[src/rtl/mono_pkg.sv]
// Shared definitions for the MONOPIX readout transmitter emulator: hit word layout
// and transmitter FSM encoding.
package mono_pkg;

  localparam int unsigned MONO_HIT_BITS = 27;

  // Hit word fields: {COL, ROW, LE, TE}
  localparam int unsigned COL_LSB = 21;
  localparam int unsigned COL_W   = 6;
  localparam int unsigned ROW_LSB = 12;
  localparam int unsigned ROW_W   = 9;
  localparam int unsigned LE_LSB  = 6;
  localparam int unsigned LE_W    = 6;
  localparam int unsigned TE_LSB  = 0;
  localparam int unsigned TE_W    = 6;

  typedef enum logic [1:0] {
    StIdle,
    StLoad,
    StWaitRd,
    StShift
  } tx_state_e;

  // Assemble a hit word from its fields.
  function automatic logic [MONO_HIT_BITS-1:0] mono_hit_pack(input logic [COL_W-1:0] col,
                                                             input logic [ROW_W-1:0] row,
                                                             input logic [LE_W-1:0]  le,
                                                             input logic [TE_W-1:0]  te);
    logic [MONO_HIT_BITS-1:0] w;
    w = '0;
    w[COL_LSB +: COL_W] = col;
    w[ROW_LSB +: ROW_W] = row;
    w[LE_LSB +: LE_W]   = le;
    w[TE_LSB +: TE_W]   = te;
    return w;
  endfunction

endpackage

[src/rtl/mono_hit_fifo.sv]
// Synchronous hit buffer with first-word-fall-through head, occupancy count and flags.
module mono_hit_fifo #(
  parameter int unsigned DEPTH = 16,
  parameter int unsigned WIDTH = 27
) (
  input  logic                     CLK,
  input  logic                     RST,
  input  logic                     push,
  input  logic                     pop,
  input  logic [WIDTH-1:0]         wdata,
  output logic [WIDTH-1:0]         head,
  output logic [$clog2(DEPTH):0]   count,
  output logic                     full,
  output logic                     empty
);

  localparam int unsigned PtrW = $clog2(DEPTH);
  localparam int unsigned CntW = PtrW + 1;

  logic [WIDTH-1:0] mem_q [DEPTH];
  logic [PtrW-1:0]  wr_ptr_q, rd_ptr_q;
  logic [CntW-1:0]  count_q;
  logic             do_push, do_pop;

  assign do_push = push & ~full;
  assign do_pop  = pop & ~empty;

  // Storage array; contents need no reset since count gates visibility.
  always_ff @(posedge CLK) begin
    if (do_push) begin
      mem_q[wr_ptr_q] <= wdata;
    end
  end

  // Pointers and occupancy; pointers wrap naturally because DEPTH is a power of two.
  always_ff @(posedge CLK) begin
    if (RST) begin
      wr_ptr_q <= '0;
      rd_ptr_q <= '0;
      count_q  <= '0;
    end else begin
      if (do_push) begin
        wr_ptr_q <= wr_ptr_q + PtrW'(1);
      end
      if (do_pop) begin
        rd_ptr_q <= rd_ptr_q + PtrW'(1);
      end
      count_q <= count_q + CntW'(do_push) - CntW'(do_pop);
    end
  end

  assign head  = mem_q[rd_ptr_q];
  assign count = count_q;
  assign full  = (count_q == CntW'(DEPTH));
  assign empty = (count_q == '0);

endmodule

[src/rtl/mono_data_tx_emu.sv]
// MONOPIX column readout transmitter emulator: buffers hits, raises TOKEN and shifts one
// hit word MSB-first on DATA per READ strobe, honouring the receiver's FREEZE snapshot.
module mono_data_tx_emu
  import mono_pkg::*;
#(
  parameter int unsigned DEPTH    = 16,
  parameter int unsigned HIT_BITS = MONO_HIT_BITS
) (
  input  logic                CLK,
  input  logic                RST,
  input  logic                HIT_WRITE,
  input  logic [HIT_BITS-1:0] HIT_DATA,
  output logic                HIT_FULL,
  input  logic                FREEZE,
  input  logic                READ,
  output logic                TOKEN,
  output logic                DATA,
  output logic [7:0]          LOST_CNT,
  output logic                READ_ERR
);

  localparam int unsigned CntW = $clog2(DEPTH) + 1;
  localparam int unsigned BitW = $clog2(HIT_BITS);

  logic [HIT_BITS-1:0] head;
  logic [CntW-1:0]     count, count_nxt;
  logic                full, empty;
  logic                push, pop;

  logic                read_q, freeze_q;
  logic                read_rise, freeze_rise;
  logic                hit_avail;

  tx_state_e           state_q, state_d;
  logic                read_err_q, read_err_d;
  logic [CntW-1:0]     frz_cnt_q, frz_cnt_d;
  logic                token_q, token_d;
  logic [7:0]          lost_q, lost_d;
  logic [HIT_BITS-1:0] shreg_q;
  logic [BitW-1:0]     bitcnt_q;
  logic                data_q;

  assign push = HIT_WRITE & ~full;
  assign pop  = (state_q == StLoad);

  mono_hit_fifo #(
    .DEPTH (DEPTH),
    .WIDTH (HIT_BITS)
  ) u_fifo (
    .CLK   (CLK),
    .RST   (RST),
    .push  (push),
    .pop   (pop),
    .wdata (HIT_DATA),
    .head  (head),
    .count (count),
    .full  (full),
    .empty (empty)
  );

  assign count_nxt   = count + CntW'(push) - CntW'(pop);
  assign read_rise   = READ & ~read_q;
  assign freeze_rise = FREEZE & ~freeze_q;
  // While frozen only the snapshot may be read out; later writes wait for release.
  assign hit_avail   = FREEZE ? (frz_cnt_q != '0) : ~empty;

  // Previous-cycle copies of READ and FREEZE for edge detection.
  always_ff @(posedge CLK) begin
    if (RST) begin
      read_q   <= 1'b0;
      freeze_q <= 1'b0;
    end else begin
      read_q   <= READ;
      freeze_q <= FREEZE;
    end
  end

  // Transmitter FSM next state and READ_ERR detection.
  always_comb begin
    state_d    = state_q;
    read_err_d = 1'b0;
    case (state_q)
      StIdle: begin
        if (read_rise) begin
          if (hit_avail) begin
            state_d = StLoad;
          end else begin
            read_err_d = 1'b1;
          end
        end
      end
      StLoad:   state_d = StWaitRd;
      StWaitRd: begin
        if (!READ) begin
          state_d = StShift;
        end
      end
      StShift: begin
        if (read_rise) begin
          read_err_d = 1'b1;
        end
        if (bitcnt_q == '0) begin
          state_d = StIdle;
        end
      end
      default:  state_d = StIdle;
    endcase
  end

  // FSM state and error pulse registers.
  always_ff @(posedge CLK) begin
    if (RST) begin
      state_q    <= StIdle;
      read_err_q <= 1'b0;
    end else begin
      state_q    <= state_d;
      read_err_q <= read_err_d;
    end
  end

  // Freeze snapshot, TOKEN and lost-hit counter next state.
  always_comb begin
    frz_cnt_d = frz_cnt_q;
    if (!FREEZE) begin
      frz_cnt_d = '0;
    end else if (freeze_rise) begin
      frz_cnt_d = count - CntW'(pop);
    end else if (pop && frz_cnt_q != '0) begin
      frz_cnt_d = frz_cnt_q - CntW'(1);
    end

    // Looking at next-state values makes TOKEN drop in the LOAD of the last frozen hit.
    token_d = FREEZE ? (frz_cnt_d != '0) : (count_nxt != '0);

    lost_d = lost_q;
    if (HIT_WRITE && full && lost_q != 8'hFF) begin
      lost_d = lost_q + 8'd1;
    end
  end

  // Freeze snapshot, TOKEN and lost-hit counter registers.
  always_ff @(posedge CLK) begin
    if (RST) begin
      frz_cnt_q <= '0;
      token_q   <= 1'b0;
      lost_q    <= '0;
    end else begin
      frz_cnt_q <= frz_cnt_d;
      token_q   <= token_d;
      lost_q    <= lost_d;
    end
  end

  // Shift register: load the head word, hold bit 26 until READ falls, then shift out.
  always_ff @(posedge CLK) begin
    if (RST) begin
      shreg_q  <= '0;
      bitcnt_q <= '0;
      data_q   <= 1'b0;
    end else begin
      case (state_q)
        StLoad: begin
          shreg_q <= head;
          data_q  <= head[HIT_BITS-1];
        end
        StWaitRd: begin
          bitcnt_q <= BitW'(HIT_BITS - 1);
        end
        StShift: begin
          if (bitcnt_q == '0) begin
            data_q <= 1'b0;
          end else begin
            data_q   <= shreg_q[HIT_BITS-2];
            shreg_q  <= shreg_q << 1;
            bitcnt_q <= bitcnt_q - BitW'(1);
          end
        end
        default: ;
      endcase
    end
  end

  assign HIT_FULL = full;
  assign TOKEN    = token_q;
  assign DATA     = data_q;
  assign LOST_CNT = lost_q;
  assign READ_ERR = read_err_q;

endmodule
[config.mk]
export PLATFORM = sky130hd
export DESIGN_NAME = mono_data_tx_emu
export DESIGN_NICKNAME = d
export VERILOG_FILES = /design/src/rtl/mono_pkg.sv /design/src/rtl/mono_hit_fifo.sv /design/src/rtl/mono_data_tx_emu.sv
export SDC_FILE = /design/constraint.sdc
export NUM_CORES = 1
export LEC_CHECK = 0
export CAP_MARGIN = 20
export CORE_ASPECT_RATIO = 1.4
export CORE_UTILIZATION = 60
export CTS_BUF_LIST = sky130_fd_sc_hd__clkbuf_8
export DETAILED_ROUTE_END_ITERATION = 8
export PLACE_DENSITY = 0.77
export SLEW_MARGIN = 0
export SYNTH_ARGS = -nofsm -noshare
export SYNTH_HDL_FRONTEND = slang
export SYNTH_SLANG_ARGS = --single-unit
[constraint.sdc]
create_clock -name CLK -period 6.2 [get_ports CLK]
set_input_delay 1.24 -clock CLK [delete_from_list [all_inputs] [get_ports CLK]]
set_output_delay 1.24 -clock CLK [all_outputs]
set_load 0.005 [all_outputs]
# Word level (Yosys, flattened, before mapping)
# Memory sizes are Yosys's and may differ from the RTL's. A register that Yosys moved wholly into a read port is not among the register bits.
# Cells that the tools add are included.
# op_classes
addsub	10
n_eq_ne	10
n_mux	24
n_bitwise	9
n_reduce_logical	14
# op_table
operator	count
$pmux W26 S2	1
$mux W26	1
$mux W5	4
$reduce_bool A5 Y1	3
$sub A5 B1 Y5	3
$add A5 B1 Y5	2
$logic_not A5 Y1	2
$ne A2 B2 Y1 const B	5
$pmux W5 S2	1
$sub A5 B1 Y5 const B	2
$add A4 B1 Y4 const B	2
$add A8 B1 Y8 const B	1
$mux W1	8
$mux W2	4
$mux W4	2
$ne A8 B8 Y1 const B	1
$pmux W2 S4	1
$and A1 B1 Y1	5
$eq A5 B5 Y1 const B	1
$eq A2 B2 Y1 const B	2
$not A1 Y1	4
$pmux W1 S2	2
$reduce_and A2 Y1	2
$reduce_and A4 Y1	1
4 further kinds	7
# totals
ff_bits	64
ramBits	432
in_bits	32
wordCells	81
n_memories	1
# mem_list
name	depth	word_bits	read_ports	rd_clocked_by_memory_dff	wr	line_no	text
u_fifo.mem_q	16	27	1	1	1	mono_hit_fifo.sv:20	logic [WIDTH-1:0] mem_q [DEPTH];

# Longest topological paths before layout
# Gate-level depths: netlist (run 1).
# depth
depth_word	7
depth_mapped	14
depth_no_buf	14

# Hierarchy
# A second synthesis (run 1) with hierarchy kept.
# hier_totals
hier_cells	1068
area_unflattened_um2	19862.8
# by_module_without_submodules
mod	n_inst	cells_each	area_each_um2
mono_hit_fifo	1	768	17157.7
mono_data_tx_emu	1	300	2705.1

# Worst setup path before layout (run 1)
# Ideal clock, no wire load.
# synth_path
kind	in2reg
from	input HIT_WRITE
to	memory u_fifo.mem_q[3][0], enable pin
setup_ns	0.445
arrival_time_ns	3.548
t_required_ns	5.755
setup_slack_ns	2.207
path_stages	4
n_path_buf	1
path_cell_list	nor2b_1 > buf_2 > nand2_1 > nor3_1
# synth_via
elab_chain_len	4
# synth_rtl
element	line_no	text
start: declaration	mono_data_tx_emu.sv:11	input logic HIT_WRITE,
$and A1 B1 Y1	mono_data_tx_emu.sv:43	assign push = HIT_WRITE & ~full;
$and A1 B1 Y1	mono_hit_fifo.sv:25	assign do_push = push & ~full;
named net u_fifo.do_push	mono_hit_fifo.sv:23	logic do_push, do_pop;
$mux W1	mono_hit_fifo.sv:30	if (do_push) begin
$mux W1 (not written as such)	mono_hit_fifo.sv:31	mem_q[wr_ptr_q] <= wdata;
end: declaration	mono_hit_fifo.sv:20	
# The timed path passes the listed nets, and every way through them passes these cells.

# Final worst setup path (run 1)
# layout_path
from	input HIT_WRITE
to	memory u_fifo.mem_q[0][11], enable pin
# layout_via
elab_chain_len	4
# layout_rtl
element	line_no
$and A1 B1 Y1	mono_data_tx_emu.sv:43
$and A1 B1 Y1	mono_hit_fifo.sv:25
$mux W1	mono_hit_fifo.sv:30
$mux W1 (not written as such)	mono_hit_fifo.sv:31
# Every way passes these cells.

==> results of run 1 <==
## layout by cell type, fill, tap and decap left out, types with 6 or more instances in the layout
cell type,netlist,routed
nor2b_1,35,35
xnor2_1,10,10
o21bai_1,9,9
clkinv_2,0,13
a2111oi_2,11,11
a211oi_1,32,32
nor3_2,2,6
clkdlybuf4s50_1,0,42
nand3_1,12,12
a21oi_1,26,26
nor2_4,0,12
nor4_1,12,12
mux4_2,75,75
nand2_1,22,22
nor2_1,63,51
mux2i_1,70,70
o21ai_0,16,16
nor3_1,13,9
o221ai_1,9,9
edfxtp_1,432,432
clkbuf_8,7,81
buf_4,7,10
nand4_1,6,6
xor2_1,12,12
a22oi_1,28,28
dfxtp_1,68,65
ha_1,24,24
clkinv_1,0,10
inv_1,25,42
nand2b_1,7,7
## state kept, by name, indices dropped and copies added (netlist names), named ones only
signal           flops
DATA                 1
LOST_CNT             8
READ_ERR             1
TOKEN                1
bitcnt_q             5
freeze_q             1
frz_cnt_q            5
read_q               1
shreg_q             26
state_q              2
u_fifo.count         5
u_fifo.mem_q       432
u_fifo.rd_ptr_q      4
u_fifo.wr_ptr_q      4
## cell families (layout without fill, tap and decap cells)
logic type      Yosys count  after routing  share of synthesized area
buf+inv                  83            209                     0.0277
simple gates            202            202                     0.0545
compound gates          154            154                     0.0581
xor+xnor                 22             22                    0.00956
fa+ha+maj                26             26                     0.0169
flops                   500            500                      0.711
mux                     148            148                      0.122
## routing by layer
layer	vias to the layer above	GRT usage
met5	-	0
met4	0	0.121
met3	77	0.0480
met2	420	0.433
met1	5410	0.336
li1	4685	-
## cell type report
class	count	area (um^2)
Timing Repair Buffer	56	552
Sequential cell	500	14300
Tap cell	445	557
Clock buffer	81	1110
Clock inverter	47	309
Inverter	25	93.8
Fill cell	2137	10800
Multi-Input combinational cell	552	5370
## worst min-delay path: stages, from the launching register on
cell	delay, ns
dfxtp_1	0.32
nand3_1	0.07
a21oi_1	0.06
## final timing paths
path,start,to,cells past startpoint
setup / recovery,HIT_WRITE,u_fifo.mem_q[0][11],5
hold / removal,shreg_q[0],shreg_q[0],2
setup reg to reg,u_fifo.count[2],u_fifo.mem_q[0][11],7
hold reg to reg,shreg_q[0],shreg_q[0],2
## stage by stage
stage / cell area, um^2 / power [W] / util / setup WS, ns
CTS: 22300 / 0.00847 / 0.674 / 2.34
detailed placement: 20900 / 0.00590 / 0.631 / 1.69
finish: 22300 / 0.00841 / 0.675 / 2.45
global route: 22300 / 0.00880 / 0.675 / 2.30
floorplan: 20100 / 0.00547 / - / 2.21
global placement: 20900 / 0.00586 / 0.631 / 1.78
## power by group
group,internal (W),switching (W)
registers,0.00387,0.000203
clock network,0.00137,0.00121
logic,0.000786,0.000972
total,0.00602,0.00239
==> run summary, run 1 <==
outcome = completed
share of layout cells above drive strength 1 = 0.186
Avg Cell Area, Syn = 17.8 um^2
Yosys warnings = 0
Remaining Overflow, GRT = 0
met3 wire len = 3030 um
RSZ-0062 raised after global routing = no
first-pass GRT wire length = 63600 um
Root Driver = clkbuf_8
ant diodes = 0
Finished Layout Cells = 1706
Seq cells post-synth = 500
clock buffer count from CTS = 73
register area share after synthesis = 0.711
cells after synthesis = 1135
core area = 33100 um^2
post-route clock period utilization = 0.605
initial DRC count = 1114
residual DRC count = 0
mean routed wirelength per cell = 24.8 um
post-CTS setup buffers = 0
die area = 34300 um^2
Post-DRT Antenna Nets = 0
Reg2Reg Setup Slack = 2.46 ns
CTS Buffer Depth = 3
Sink Count = 500
Die W = 157 um
final wirelength = 42200 um
DR pass1 iterations = 5
fin crit period = 3.75 ns
met1 wire length = 16500 um
Yosys top cell by area = edfxtp_1
EDFF count, synth = 432
Setup CP Type = in2reg
Final Hold Fails = 0
Main synth FF type = edfxtp_1
All-Layer GR Usage = 0.261
area grow syn2layout = 10.9%
Max stage delay cell, worst path = nor2b_1
worst-path cell chain = clkdlybuf4s50_1 -> nor2b_1 -> nand2_1 -> nor3_2 -> buf_4
top-count cell post-synth = edfxtp_1
FFs w/ async S/R, synth = 0
Critical Path Fanout Max = 19
Port Buf Inserts = 43
share of the synthesized area in the top cell type = 0.644
largest net degree at the start of global routing = 64
Setup crit start kind = input port
WL met2 = 21200 um
num rows = 79
CP Buf/Inv Count = 2
initial antenna violation count = 0
Worst Hold Class = reg2reg
vias in the first global route = 10700
Clock Skew = 0.0271 ns
final hold slack = 0.495 ns
placed wire-length estimate = 25900 um
GPL Wtd Cong = 0.840
Post-Syn Area = 20100 um^2
most area-consuming cells after synthesis = edfxtp_1, mux4_2, dfxtp_1
achievable frequency = 267 MHz
total of max-cap violations = 0
nets = 1266
max-slew violation count = 0
P_leak = 7.02 nW
Die H = 219 um
cts hold-fix bufs = 0
Power Density = 377 nW/um^2
Worst path max stage delay = 0.71 ns
CTS tree = done
initial cell density of the core = 0.608
DR vias/cell = 6.21
Commonest cells post-synth = edfxtp_1, mux4_2, mux2i_1
Top-Level Pins = 44
Top Family by Delay on Critical Path = simple AND/OR/NAND/NOR gates
Clock Latency Late Sink = 0.63 ns
relative slew slack = 0.291
top layer reached by signal wires = met4
clk slew on worst S/H paths = 0.07 ns
H-Tree Depth = 3
placed insts = 1577
crit end category = flip-flop
CTS-repair resized insts = 0
number of distinct library cells after synthesis = 64
worst vdd ir = 261 uV
Final setup viols = 0
slew at the pin with the worst max-slew slack = 1.06 ns
net count after synthesis = 1193
Required @ worst endpoint = 6.48 ns
CP Data Arrival Time = 4.03 ns
Vias = 10600
setup TNS = 0 ns
Note: power is estimated with default switching activity, not from simulation.
==> run 2: changes to the inputs <==
==> constraint.sdc (replaced) <==
create_clock -name CLK -period 3.86 [get_ports CLK]
set_input_delay 0.772 -clock CLK [delete_from_list [all_inputs] [get_ports CLK]]
set_output_delay 0.772 -clock CLK [all_outputs]
set_load 0.005 [all_outputs]
==> run 2 against run 1 <==
Register-to-register slack got worse by 1.6 ns; sequential share of layout area fell by 0.33 points; sequential cell count did not move; clock skew fell by 0.0046 ns; combinational power rose by 65%; routed wire length barely moved; non-clock buffer count rose by 20; largest power group unchanged.
==> run summary, run 2 (synthesis gave the netlist of run 1 again) <==
RSZ-0062 raised after global routing = no
cts hold-fix bufs = 0
DR pass1 iterations = 5
largest net degree at the start of global routing = 39
Required @ worst endpoint = 4.36 ns
die area = 34300 um^2
All-Layer GR Usage = 0.262
Reg power frac = 0.490
Die H = 219 um
Power Density = 592 nW/um^2
num rows = 79
sw frac = 0.288
CTS-repair resized insts = 0
Port Buf Inserts = 43
commonest cells after routing, fill and taps aside = edfxtp_1, clkbuf_8, mux4_2, mux2i_1, dfxtp_1
core area = 33100 um^2
Setup CP Type = reg2reg
share of layout cells above drive strength 1 = 0.194
CTS tree = done
GPL Wtd Cong = 0.874
H-Tree Depth = 3
worst-path cell chain = ha_1 -> inv_1 -> nand2_2 -> nand2_4 -> o21ai_0 -> a2111oi_0
Worst path max stage delay = 0.53 ns
Root Driver = clkbuf_8
residual DRC count = 0
post-route clock period utilization = 0.767
worst vdd ir = 327 uV
first-pass GRT wire length = 64100 um
area grow syn2layout = 11.4%
fin crit period = 2.96 ns
Largest register FFs = 432
Clock Skew = 0.0225 ns
crit end category = flip-flop
slew at the pin with the worst max-slew slack = 0.828 ns
outcome = completed
initial antenna violation count = 0
Psw = 0.00382 W
Final Hold Fails = 0
Vias = 10700
DR vias/cell = 6.20
cell-internal power = 0.00947 W
final hold slack = 0.481 ns
clock power share = 0.292
initial DRC count = 1150
Final setup viols = 0
Top-Level Pins = 44
Die W = 157 um
Worst Hold Class = reg2reg
mean routed wirelength per cell = 24.4 um
final wirelength = 42300 um
CP Buf/Inv Count = 1
achievable frequency = 338 MHz
Post-DRT Antenna Nets = 0
CTS Buffer Depth = 3
max-slew violation count = 0
nets = 1285
CP Data Arrival Time = 3.46 ns
commonest non-fill, non-tap cell in the layout = edfxtp_1
Setup crit start kind = flip-flop
Clock Latency Late Sink = 0.62 ns
post-CTS setup buffers = 0
placed wire-length estimate = 26300 um
P_leak = 7.10 nW
Sink Count = 500
vias in the first global route = 11100
initial cell density of the core = 0.608
Top Family by Delay on Critical Path = simple AND/OR/NAND/NOR gates
Critical Path Fanout Max = 34
combinational power share = 0.219
total of max-cap violations = 0
total power draw = 0.0133 W
Max stage delay cell, worst path = inv_1
clock buffer count from CTS = 72
Most flops, register = u_fifo.mem_q
setup TNS = 0 ns
clk slew on worst S/H paths = 0.06 ns
relative slew slack = 0.445
Remaining Overflow, GRT = 0
==> run 2: cell type report <==
class,instances,area (um^2)
sequential,500,14300
fill,2156,10700
multi-input combinational,552,5370
clock buffer,79,1090
timing repair buffer,76,748
tap,445,557
clock inverter,52,254
inverter,25,93.8
antenna,1,2.50
==> run 2: power groups by stage <==
| stage | logic (W) | clock network (W) | registers (W) |
|---|---|---|---|
| global placement | 0.00284 | 0 | 0.00661 |
| detailed placement | 0.00290 | 0 | 0.00662 |
| CTS | 0.00292 | 0.00395 | 0.00651 |
| global route | 0.00318 | 0.00418 | 0.00655 |
| floorplan | 0.00235 | 0 | 0.00644 |
| finish | 0.00291 | 0.00388 | 0.00651 |
==> run 2: path summary, 6_finish.rpt <==
path                                 start          end  slack (ns)  depth (start not counted)
worst max-delay path            state_q[0]  shreg_q[22]        0.90                          6
worst min-delay path            shreg_q[0]   shreg_q[0]        0.48                          2
worst max register to register  state_q[0]  shreg_q[22]        0.90                          6
worst min register to register  shreg_q[0]   shreg_q[0]        0.48                          2
==> run 2: metrics by stage <==
| step | worst slack (ns) | cells | cell area (um^2) | utilization |
|---|---|---|---|---|
| floorplan | 0.154 | 1135 | 20100 | - |
| global placement | 0.893 | 1598 | 21100 | 0.637 |
| finish | 0.898 | 1730 | 22500 | 0.678 |
| CTS | 0.917 | 1729 | 22400 | 0.678 |
| detailed placement | 0.843 | 1598 | 21100 | 0.637 |
| global route | 0.632 | 1729 | 22400 | 0.678 |
==> run 2: metal layers <==
metal  GRT usage  share of wire  vias up
met3      0.0448          0.070      114
met1       0.322           0.38     5417
met2       0.439           0.51      471
met4       0.148          0.046        0
li1            -              -     4726
met5           0              0        -
==> run 2: worst register-to-register path: stages (launching register included) <==
cell and delay [ns]:
dfxtp_1 0.33, ha_1 0.39, inv_1 0.53, nand2_2 0.44, nand2_4 0.50, o21ai_0 0.21, a2111oi_0 0.44
==> run 3: changes to the inputs <==
--- a/config.mk
+++ b/config.mk
@@ -7,10 +7,10 @@
 export LEC_CHECK = 0
 export CAP_MARGIN = 20
 export CORE_ASPECT_RATIO = 1.4
-export CORE_UTILIZATION = 60
+export CORE_UTILIZATION = 58
 export CTS_BUF_LIST = sky130_fd_sc_hd__clkbuf_8
 export DETAILED_ROUTE_END_ITERATION = 8
-export PLACE_DENSITY = 0.77
+export PLACE_DENSITY = 0.78
 export SLEW_MARGIN = 0
 export SYNTH_ARGS = -nofsm -noshare
 export SYNTH_HDL_FRONTEND = slang
==> constraint.sdc (replaced) <==
create_clock -name CLK -period 2.7 [get_ports CLK]
set_input_delay 0.54 -clock CLK [delete_from_list [all_inputs] [get_ports CLK]]
set_output_delay 0.54 -clock CLK [all_outputs]
set_load 0.005 [all_outputs]
==> run 3 against run 2 <==
Cell area up 2.9%; combinational power rose by 58%; non-clock buffer count is 44 higher; routed wire length rose by 2.7%; largest cell class unchanged; power up 47%; global-route usage decreased by 0.75 points; first-iteration DRC count shrank 22%; setup slack got worse by 0.79 ns; hold slack worse by 0.22 ns; die area increased by 3.4%; clock skew grew 0.027 ns; sequential share of layout area down 1.8 points.
==> run summary, run 3 (synthesis gave the netlist of run 1 again) <==
outcome = completed
achievable frequency = 386 MHz
clk slew on worst S/H paths = 0.07 ns
design area = 23100 um^2
worst hold stages = 2
DP Area = 21600 um^2
Die H = 223 um
Worst Hold Class = in2reg
Top Family by Delay on Critical Path = buffers and inverters
Finished Layout Cells = 1778
nets = 1330
largest net degree at the start of global routing = 39
placed insts = 1645
Die W = 160 um
CTS Buffer Depth = 3
Remaining Overflow, GRT = 0
worst-path cell chain = inv_1 -> ha_4 -> and4bb_2 -> clkdlybuf4s50_1
All-Layer GR Usage = 0.254
total power draw = 0.0196 W
CP Data Arrival Time = 2.05 ns
Reg2Reg Setup Slack = 0.16 ns
Clock Skew = 0.0492 ns
commonest cells after routing, fill and taps aside = edfxtp_1, clkbuf_8, mux4_2, mux2i_1, dfxtp_1
worst vdd ir = 524 uV
combinational power share = 0.234
fin crit period = 2.59 ns
Reg power frac = 0.470
Critical Path Fanout Max = 5
Top-Level Pins = 44
clock power share = 0.295
Final Hold Fails = 0
CP Buf/Inv Count = 2
commonest non-fill, non-tap cell in the layout = edfxtp_1
final hold slack = 0.261 ns
relative slew slack = 0.468
vias in the first global route = 11600
P_leak = 7.38 nW
hold path start = RST
final wirelength = 43400 um
Clock Latency Late Sink = 0.63 ns
area of the multi-input gates = 5430 um^2
num rows = 80
slew at the pin with the worst max-slew slack = 0.796 ns
residual DRC count = 0
Root Driver = clkbuf_8
Largest register FFs = 432
cell-internal power = 0.0140 W
worst r2r src = u_fifo.count[2]
mean routed wirelength per cell = 24.4 um
Worst Reg-to-Reg Cells = 12
Post-DRT Antenna Nets = 0
clock buffer count from CTS = 73
share of layout cells above drive strength 1 = 0.229
post-route setup slack = 0.113 ns
max-slew violation count = 0
dpl ws = -0.0752 ns
crit end category = output pin
Worst path max stage delay = 0.51 ns
DR pass1 iterations = 5
Psw = 0.00554 W
Final setup viols = 0
first-pass GRT wire length = 66700 um
Most flops, register = u_fifo.mem_q
Vias = 11000
core area = 34100 um^2
RR Endpoint = TOKEN
cts hold-fix bufs = 0
initial DRC count = 897
initial antenna violation count = 1
WL met2 = 22500 um
area grow syn2layout = 14.6%
Port Buf Inserts = 43
Setup CP Type = reg2out
met3 wire len = 2590 um
met1 wire length = 16300 um
Setup crit start kind = flip-flop
top layer reached by signal wires = met4
Power Density = 847 nW/um^2
Max stage delay cell, worst path = clkdlybuf4s50_1
DR vias/cell = 6.18
H-Tree Depth = 3
total of max-cap violations = 0
CTS tree = done
die area = 35500 um^2
Sink Count = 500
initial cell density of the core = 0.590
placed wire-length estimate = 27800 um
FF+latch area = 14300 um^2
Required @ worst endpoint = 2.16 ns
post-route clock period utilization = 0.958
GPL Wtd Cong = 0.821
sw frac = 0.283
fill cell count = 2199
==> run 3: how the worst max path moves through the flow <==
stage / startpoint / to / slack (ns) / cells after the start
2_1_floorplan: u_fifo.count[2] / u_fifo.mem_q[7][0] / -0.28 / 7
3_3_place_gp: HIT_WRITE / TOKEN / -0.03 / 10
3_5_place_dp: HIT_WRITE / TOKEN / -0.08 / 10
4_1_cts: u_fifo.count[3] / TOKEN / 0.02 / 12
5_1_grt: u_fifo.count[2] / u_fifo.count[4] / -0.03 / 14
6_report: u_fifo.count[2] / HIT_FULL / 0.11 / 4
==> run 3: worst register-to-register path, cell delays in order (launching register included) <==
cell and delay, ns:
dfxtp_1 0.34, inv_1 0.10, ha_4 0.19, and4bb_2 0.25, nor2b_2 0.21, ha_1 0.20, inv_1 0.05, fa_1 0.40
nor2_1 0.10, nor2_1 0.05, o21bai_1 0.15, xor2_1 0.09, a311oi_1 0.30
==> run 3: cell type report <==
| cell class | count | area share |
|---|---|---|
| Clock buffer | 80 | 0.0477 |
| Clock inverter | 49 | 0.0128 |
| Inverter | 25 | 0.00406 |
| Antenna cell | 1 | 0.000108 |
| Multi-Input combinational cell | 552 | 0.235 |
| Tap cell | 451 | 0.0244 |
| Sequential cell | 500 | 0.621 |
| Timing Repair Buffer | 120 | 0.0548 |
==> run 3: timing repair <==
item,CTS,global route
setup buffers,0,3
endpoints found under the setup margin,0,29
hold endpoints to repair,0,0
gates resized for setup,0,8
==> run 3: routing by layer <==
metal  up-vias  global-route usage
met5         -                   0
met3       134              0.0435
met4         0               0.142
met2       445               0.439
li1       4831                   -
met1      5584               0.302
==> run 3: power by group through the flow <==
stage	logic (W)	registers (W)	clock network, W
global route	0.00498	0.00924	0.00620
finish	0.00459	0.00920	0.00577
floorplan	0.00336	0.00920	0
CTS	0.00453	0.00919	0.00589
detailed placement	0.00449	0.00935	0
global placement	0.00440	0.00932	0
==> run 3: metrics by stage <==
| stage | utilization | setup TNS, ns |
|---|---|---|
| detailed placement | 0.634 | -0.0753 |
| global route | 0.677 | -0.0281 |
| finish | 0.677 | 0 |
| CTS | 0.675 | 0 |
| global placement | 0.634 | -0.140 |
| floorplan | - | -63.97 |
